**src/rtl/branch_resolve_unit.sv**
```systemverilog
`default_nettype none
// ============================================================================
// Module      : branch_resolve_unit
// Description : Execute-stage branch/jump resolver. Evaluates BEQ/BNE/BLT/BGE/
//               BLTU/BGEU/JAL/JALR, issues a registered PC redirect and link
//               write, flags misaligned targets, squashes FLUSH_DEPTH younger
//               instructions after a redirect and keeps saturating branch and
//               taken statistics.
// Revision    : 1.0 - initial release
// ============================================================================
module branch_resolve_unit #(
   parameter int XLEN        = 32,
   parameter int FLUSH_DEPTH = 1,
   parameter int CNT_W       = 16
) (
   input  logic             i_clk,
   input  logic             i_rst,
   input  logic             i_valid,
   input  logic [3:0]       i_op,
   input  logic [XLEN-1:0]  i_pc,
   input  logic [XLEN-1:0]  i_imm,
   input  logic [XLEN-1:0]  i_rs1,
   input  logic [XLEN-1:0]  i_rs2,
   output logic             o_redirect,
   output logic [XLEN-1:0]  o_target,
   output logic             o_link_we,
   output logic [XLEN-1:0]  o_link,
   output logic             o_squash,
   output logic             o_misalign,
   output logic             o_busy,
   output logic [CNT_W-1:0] o_branch_cnt,
   output logic [CNT_W-1:0] o_taken_cnt
);

   localparam logic [3:0]       C_OP_BEQ     = 4'd1;
   localparam logic [3:0]       C_OP_BNE     = 4'd2;
   localparam logic [3:0]       C_OP_BLT     = 4'd3;
   localparam logic [3:0]       C_OP_BGE     = 4'd4;
   localparam logic [3:0]       C_OP_BLTU    = 4'd5;
   localparam logic [3:0]       C_OP_BGEU    = 4'd6;
   localparam logic [3:0]       C_OP_JAL     = 4'd7;
   localparam logic [3:0]       C_OP_JALR    = 4'd8;
   localparam logic [3:0]       C_FLUSH_LOAD = 4'(FLUSH_DEPTH);
   localparam logic             C_USE_FLUSH  = (FLUSH_DEPTH > 0);
   localparam logic [CNT_W-1:0] C_CNT_MAX    = '1;
   localparam logic [XLEN-1:0]  C_FOUR       = XLEN'(4);

   typedef enum logic [0:0] {
      ST_IDLE  = 1'b0,
      ST_FLUSH = 1'b1
   } state_t;

   state_t            r_state, w_state_nxt;
   logic [3:0]        r_flush_cnt, w_flush_cnt_nxt;

   logic              r_redirect, r_link_we, r_misalign;
   logic [XLEN-1:0]   r_target, r_link;
   logic [CNT_W-1:0]  r_branch_cnt, r_taken_cnt;

   logic              w_accept, w_is_jump, w_taken, w_misalign, w_redirect;
   logic              w_lt_s, w_lt_u;
   logic [XLEN-1:0]   w_br_target, w_jalr_sum, w_target;

   // Only real branch/jump ops are evaluated, and only while not flushing.
   assign w_accept    = i_valid && (r_state == ST_IDLE) &&
                        (i_op >= C_OP_BEQ) && (i_op <= C_OP_JALR);
   assign w_is_jump   = (i_op == C_OP_JAL) || (i_op == C_OP_JALR);
   assign w_lt_s      = $signed(i_rs1) < $signed(i_rs2);
   assign w_lt_u      = i_rs1 < i_rs2;
   assign w_br_target = i_pc + i_imm;
   assign w_jalr_sum  = i_rs1 + i_imm;

   // Branch condition and target selection.
   always_comb begin
      w_taken  = 1'b0;
      w_target = w_br_target;
      case (i_op)
         C_OP_BEQ:  w_taken = (i_rs1 == i_rs2);
         C_OP_BNE:  w_taken = (i_rs1 != i_rs2);
         C_OP_BLT:  w_taken = w_lt_s;
         C_OP_BGE:  w_taken = !w_lt_s;
         C_OP_BLTU: w_taken = w_lt_u;
         C_OP_BGEU: w_taken = !w_lt_u;
         C_OP_JAL:  w_taken = 1'b1;
         C_OP_JALR: begin
            w_taken  = 1'b1;
            w_target = {w_jalr_sum[XLEN-1:1], 1'b0};
         end
         default:   w_taken = 1'b0;
      endcase
   end

   // A taken op to an unaligned address traps instead of redirecting.
   assign w_misalign = w_accept && w_taken && (w_target[1:0] != 2'b00);
   assign w_redirect = w_accept && w_taken && (w_target[1:0] == 2'b00);

   // FSM state and flush counter registers.
   always_ff @(posedge i_clk) begin
      if (i_rst) begin
         r_state     <= ST_IDLE;
         r_flush_cnt <= 4'd0;
      end else begin
         r_state     <= w_state_nxt;
         r_flush_cnt <= w_flush_cnt_nxt;
      end
   end

   // Next-state: enter FLUSH on a redirect, leave when the counter hits 1.
   always_comb begin
      w_state_nxt     = r_state;
      w_flush_cnt_nxt = r_flush_cnt;
      case (r_state)
         ST_IDLE: begin
            if (w_redirect && C_USE_FLUSH) begin
               w_state_nxt     = ST_FLUSH;
               w_flush_cnt_nxt = C_FLUSH_LOAD;
            end
         end
         ST_FLUSH: begin
            if (r_flush_cnt <= 4'd1) begin
               w_state_nxt     = ST_IDLE;
               w_flush_cnt_nxt = 4'd0;
            end else begin
               w_flush_cnt_nxt = r_flush_cnt - 4'd1;
            end
         end
         default: begin
            w_state_nxt     = ST_IDLE;
            w_flush_cnt_nxt = 4'd0;
         end
      endcase
   end

   // One-cycle result strobes; data buses are zeroed when their strobe is low.
   always_ff @(posedge i_clk) begin
      if (i_rst) begin
         r_redirect <= 1'b0;
         r_target   <= '0;
         r_link_we  <= 1'b0;
         r_link     <= '0;
         r_misalign <= 1'b0;
      end else begin
         r_redirect <= w_redirect;
         r_target   <= w_redirect ? w_target : '0;
         r_link_we  <= w_accept && w_is_jump;
         r_link     <= (w_accept && w_is_jump) ? (i_pc + C_FOUR) : '0;
         r_misalign <= w_misalign;
      end
   end

   // Saturating statistics for the perf block.
   always_ff @(posedge i_clk) begin
      if (i_rst) begin
         r_branch_cnt <= '0;
         r_taken_cnt  <= '0;
      end else begin
         if (w_accept && (r_branch_cnt != C_CNT_MAX)) begin
            r_branch_cnt <= r_branch_cnt + 1'b1;
         end
         if (w_redirect && (r_taken_cnt != C_CNT_MAX)) begin
            r_taken_cnt <= r_taken_cnt + 1'b1;
         end
      end
   end

   assign o_redirect   = r_redirect;
   assign o_target     = r_target;
   assign o_link_we    = r_link_we;
   assign o_link       = r_link;
   assign o_misalign   = r_misalign;
   assign o_squash     = (r_state == ST_FLUSH);
   assign o_busy       = (r_state == ST_FLUSH);
   assign o_branch_cnt = r_branch_cnt;
   assign o_taken_cnt  = r_taken_cnt;

endmodule
`default_nettype wire

```
**config.mk**
```make
export PLATFORM = sky130hd
export DESIGN_NAME = branch_resolve_unit
export DESIGN_NICKNAME = d
export VERILOG_FILES = /design/src/rtl/branch_resolve_unit.sv
export SDC_FILE = /design/constraint.sdc
export NUM_CORES = 1
export LEC_CHECK = 0
export ABC_AREA = 1
export BUFFER_PORTS_ARGS = -buffer_cell sky130_fd_sc_hd__buf_4
export CAP_MARGIN = 5
export CORE_MARGIN = 1
export CORE_UTILIZATION = 50
export CTS_BUF_LIST = sky130_fd_sc_hd__clkbuf_8
export CTS_CLUSTER_DIAMETER = 150
export DETAILED_ROUTE_END_ITERATION = 10
export GPL_TIMING_DRIVEN = 0
export HOLD_SLACK_MARGIN = 0.05
export PLACE_DENSITY = 0.79
export SETUP_SLACK_MARGIN = 0.02
export SLEW_MARGIN = 5
export SYNTH_ARGS = -nofsm -noshare
export SYNTH_HDL_FRONTEND = slang
export SYNTH_SLANG_ARGS = --single-unit
```
**constraint.sdc**
```tcl
create_clock -name i_clk -period 3.1 [get_ports i_clk]
set_clock_uncertainty 0.1 [all_clocks]
set_input_delay 0.62 -clock i_clk [delete_from_list [all_inputs] [get_ports i_clk]]
set_output_delay 0.62 -clock i_clk [all_outputs]
set_load 0.01 [all_outputs]
```
==> reports/results.txt <==
overall die height: 136 um
Cell Int Power: 2.14 mW
cell count after synthesis: 1399
RSZ-0062 raised after global routing: false
worst rel slew slack: 0.386
yosys warns: 0
PwrDens: 302 nW/um^2
area share of xor/xnor cells in the synthesized design: 0.0302
switching share of power: 0.372
Cell Count, Final, Fillers Out: 1875
Die Width: 136 um
PortBufs: 235
Bufs and invs on worst path: 2
Arr. time, crit path: 3120 ps
CP max-delay cell: ha_1
Worst Setup EP: o_target[18]$_SDFF_PP0_
WHS: 299 ps
ant diodes: 0
core area: 17400 sq um
outcome: complete, no violations
Post-Synth Simple-Gate Area: 0.294
Worst Hold Launch: i_pc[2]
drt wl/cell: 15.9 um
Hold Crit Class: in2reg
Synth Area per Inst: 6.44 sq um
worst path required time: 3280 ps
fmax: 340 MHz
vias per inst: 5.45
post-synthesis mux area share: 0
gr ovfl total: 0
Most used DFF post-synth: dfxtp_1
CTS clk-pin slew, worst paths: 120 ps
DR iter-0 viols: 924
WL final: 29.8 mm
Most common cell on crit path: nand2_1
Synth Area in Compound Gates: 0.205
Post-synth EDFFs: 0
crit path from: i_rs1[31]
DP Area: 11100 sq um
worst r2r path cells: 6
final slew viol count: 0
Placed Instances: 1860
RR Startpoint: o_busy$_SDFF_PP0_
register area share after synthesis: 0.231
largest family of logic cells by synthesized area: simple AND/OR/NAND/NOR gates
fillers: 1654
Sequential Power Share: 0.397
first-pass GRT wire length: 45.8 mm
layout cells sized above 1: 0.172
Final Cycle Share: 0.948
Num CTS Buffers: 9
Die ar.: 18500 sq um
Post-DRT Antenna Nets: 0
worst path cell trace: buf_4 > ha_1 > nand2_1 > nor2_1 > nand2_1 > nor2_4 > nand2_1 > nand2_1 > nand2_1 > nand2_1 > nand2_1 > nand3_2 > nand2_1 > nor2_4 > nand2_4 > buf_6 > a21oi_1
CP Max Fanout: 10
family with the most delay on the worst path: simple AND/OR/NAND/NOR gates
detailed placement HPWL: 25.1 mm
WP depth: 17
H-tree Lvls: 3
gr usage total: 0.319
CTS sink cnt: 104
initial core utilization: 0.517
Post-Syn Area: 9000 sq um
largest net degree at the start of global routing: 18
worst setup path class: in2reg
# DRC: 0
layout net count: 1881
1st-pass router iterations: 6
hold-fix buffers at CTS: 0
Synth Area in Adders: 0.141
# rows: 48
worst-skew pair later-pin latency: 380 ps
P_leak: 5.55 nW
final worst slack: 160 ps
setup slack at placement: -356 ps
worst-margin pin slew: 913 ps
vias: 10222
switching pwr: 1.27 mW
initial antenna violation count: 0
worst reg2reg endpoint: o_link[29]$_SDFF_PP0_
routability congestion estimate: 0.961
number of global-route vias before repair: 8931
min Tclk post-route: 2940 ps
register bit count reported by yosys: 104
Final Hold Fails: 0
CTS tree: built
clk root buf: clkbuf_8
Max Cap Violations: 0
design area: 11300 sq um
peak supply drop: 181 uV
startpoint types: input port
Distinct cells, synth: 44
Synth-to-Final Area Change: 25.0%
R2R setup slack: 640 ps
Comb pwr share: 0.358
CP max stage delay: 390 ps
Post-synth ARST share: 0
Clock Path Buffers: 2
Clock Power Share: 0.245
Top Ports: 236
Final setup viols: 0
CP endpoint kind: register
-- layout make-up --
| type | instances | area, sq um | share of cell area |
|---|---|---|---|
| Buffer | 20 | 110 | 0.00978 |
| Clock buffer | 10 | 138 | 0.0122 |
| Clock inverter | 5 | 40.0 | 0.00356 |
| Inverter | 206 | 773 | 0.0687 |
| Multi-Input combinational cell | 1070 | 6070 | 0.539 |
| Sequential cell | 104 | 2080 | 0.185 |
| Tap cell | 225 | 282 | 0.0250 |
| Timing Repair Buffer | 235 | 1760 | 0.157 |
-- power by group through the flow --
stage	sequential [mW]	combinational [mW]	clock, mW
global placement	1.38	1.17	0
CTS	1.35	1.19	0.847
finish	1.35	1.22	0.835
detailed placement	1.38	1.18	0
global route	1.35	1.36	0.898
floorplan	1.39	0.752	0
-- timing repair --
action,4_1_cts,5_1_grt
buffers inserted,0,0
setup endpoints to repair,0,28
gates resized for setup,0,7
-- registers in the layout, summed over array words and instances (netlist names) --
register,flops
o_taken_cnt,16
o_busy,1
o_link_we,1
o_misalign,1
r_flush_cnt,4
o_link,32
o_target,32
o_branch_cnt,16
o_redirect,1
-- per-stage QoR --
stage | setup TNS [ps] | power (mW) | utilization
after CTS | 0 | 3.39 | 0.645
after global routing | 0 | 3.61 | 0.646
after floorplan | 0 | 2.14 | -
after detailed placement | -7200 | 2.57 | 0.635
after global placement | -6280 | 2.55 | 0.635
final | 0 | 3.40 | 0.646
-- synthesized netlist by cell type (7+ instances only) --
master / count / area (sq um)
a21o_1: 12 / 90.1
a21oi_1: 174 / 871
a31oi_1: 7 / 43.8
clkbuf_1: 12 / 45.0
dfxtp_1: 104 / 2080
ha_1: 98 / 1230
inv_1: 205 / 769
nand2_1: 263 / 987
nand3_1: 75 / 375
nand4_1: 22 / 138
nor2_1: 159 / 597
nor3_1: 40 / 200
nor3b_1: 10 / 75.1
nor4_1: 9 / 56.3
o21a_1: 10 / 75.1
o21ai_0: 96 / 480
o21bai_1: 12 / 90.1
xnor2_1: 16 / 140
xor2_1: 15 / 131
-- layer usage --
metal | GRT usage | wire, um | vias to the layer above
met2 | 0.497 | 13100 | 432
met4 | 0.102 | 812 | 0
met1 | 0.449 | 13500 | 4562
li1 | - | - | 5170
met3 | 0.0436 | 2380 | 58
met5 | 0 | 0 | -
-- cell families after synthesis --
logic type	Yosys count
fa+ha+maj	100
simple gates	604
other cells	1
buf+inv	226
flops	104
xor+xnor	31
compound gates	333
-- placed cells by master (no fill, tap or decap), drive strengths merged, types with 3 or more instances in the layout --
master    n
a211oi    3
a21boi    4
a21o     12
a21oi   174
a221oi    6
a31oi     7
buf     243
clkbuf   22
dfxtp   104
ha       98
inv     209
nand2   264
nand3    77
nand3b    6
nand4    22
nor2    165
nor3     46
nor3b    10
nor4      9
o21a     10
o21ai    98
o21bai   12
o31ai     4
or2       5
xnor2    16
xor2     15
-- how the worst min path moves through the flow --
stage | to | slack, ps | cells past startpoint
floorplan | r_flush_cnt[1]$_SDFFE_PP0P_ | 370 | 2
global placement | o_branch_cnt[15]$_SDFFE_PP0P_ | 380 | 2
detailed placement | o_branch_cnt[15]$_SDFFE_PP0P_ | 380 | 2
CTS | o_link[2]$_SDFF_PP0_ | 290 | 2
global route | o_link[2]$_SDFF_PP0_ | 300 | 2
finish | o_link[2]$_SDFF_PP0_ | 300 | 2
Note: power is estimated with default switching activity, not from simulation.
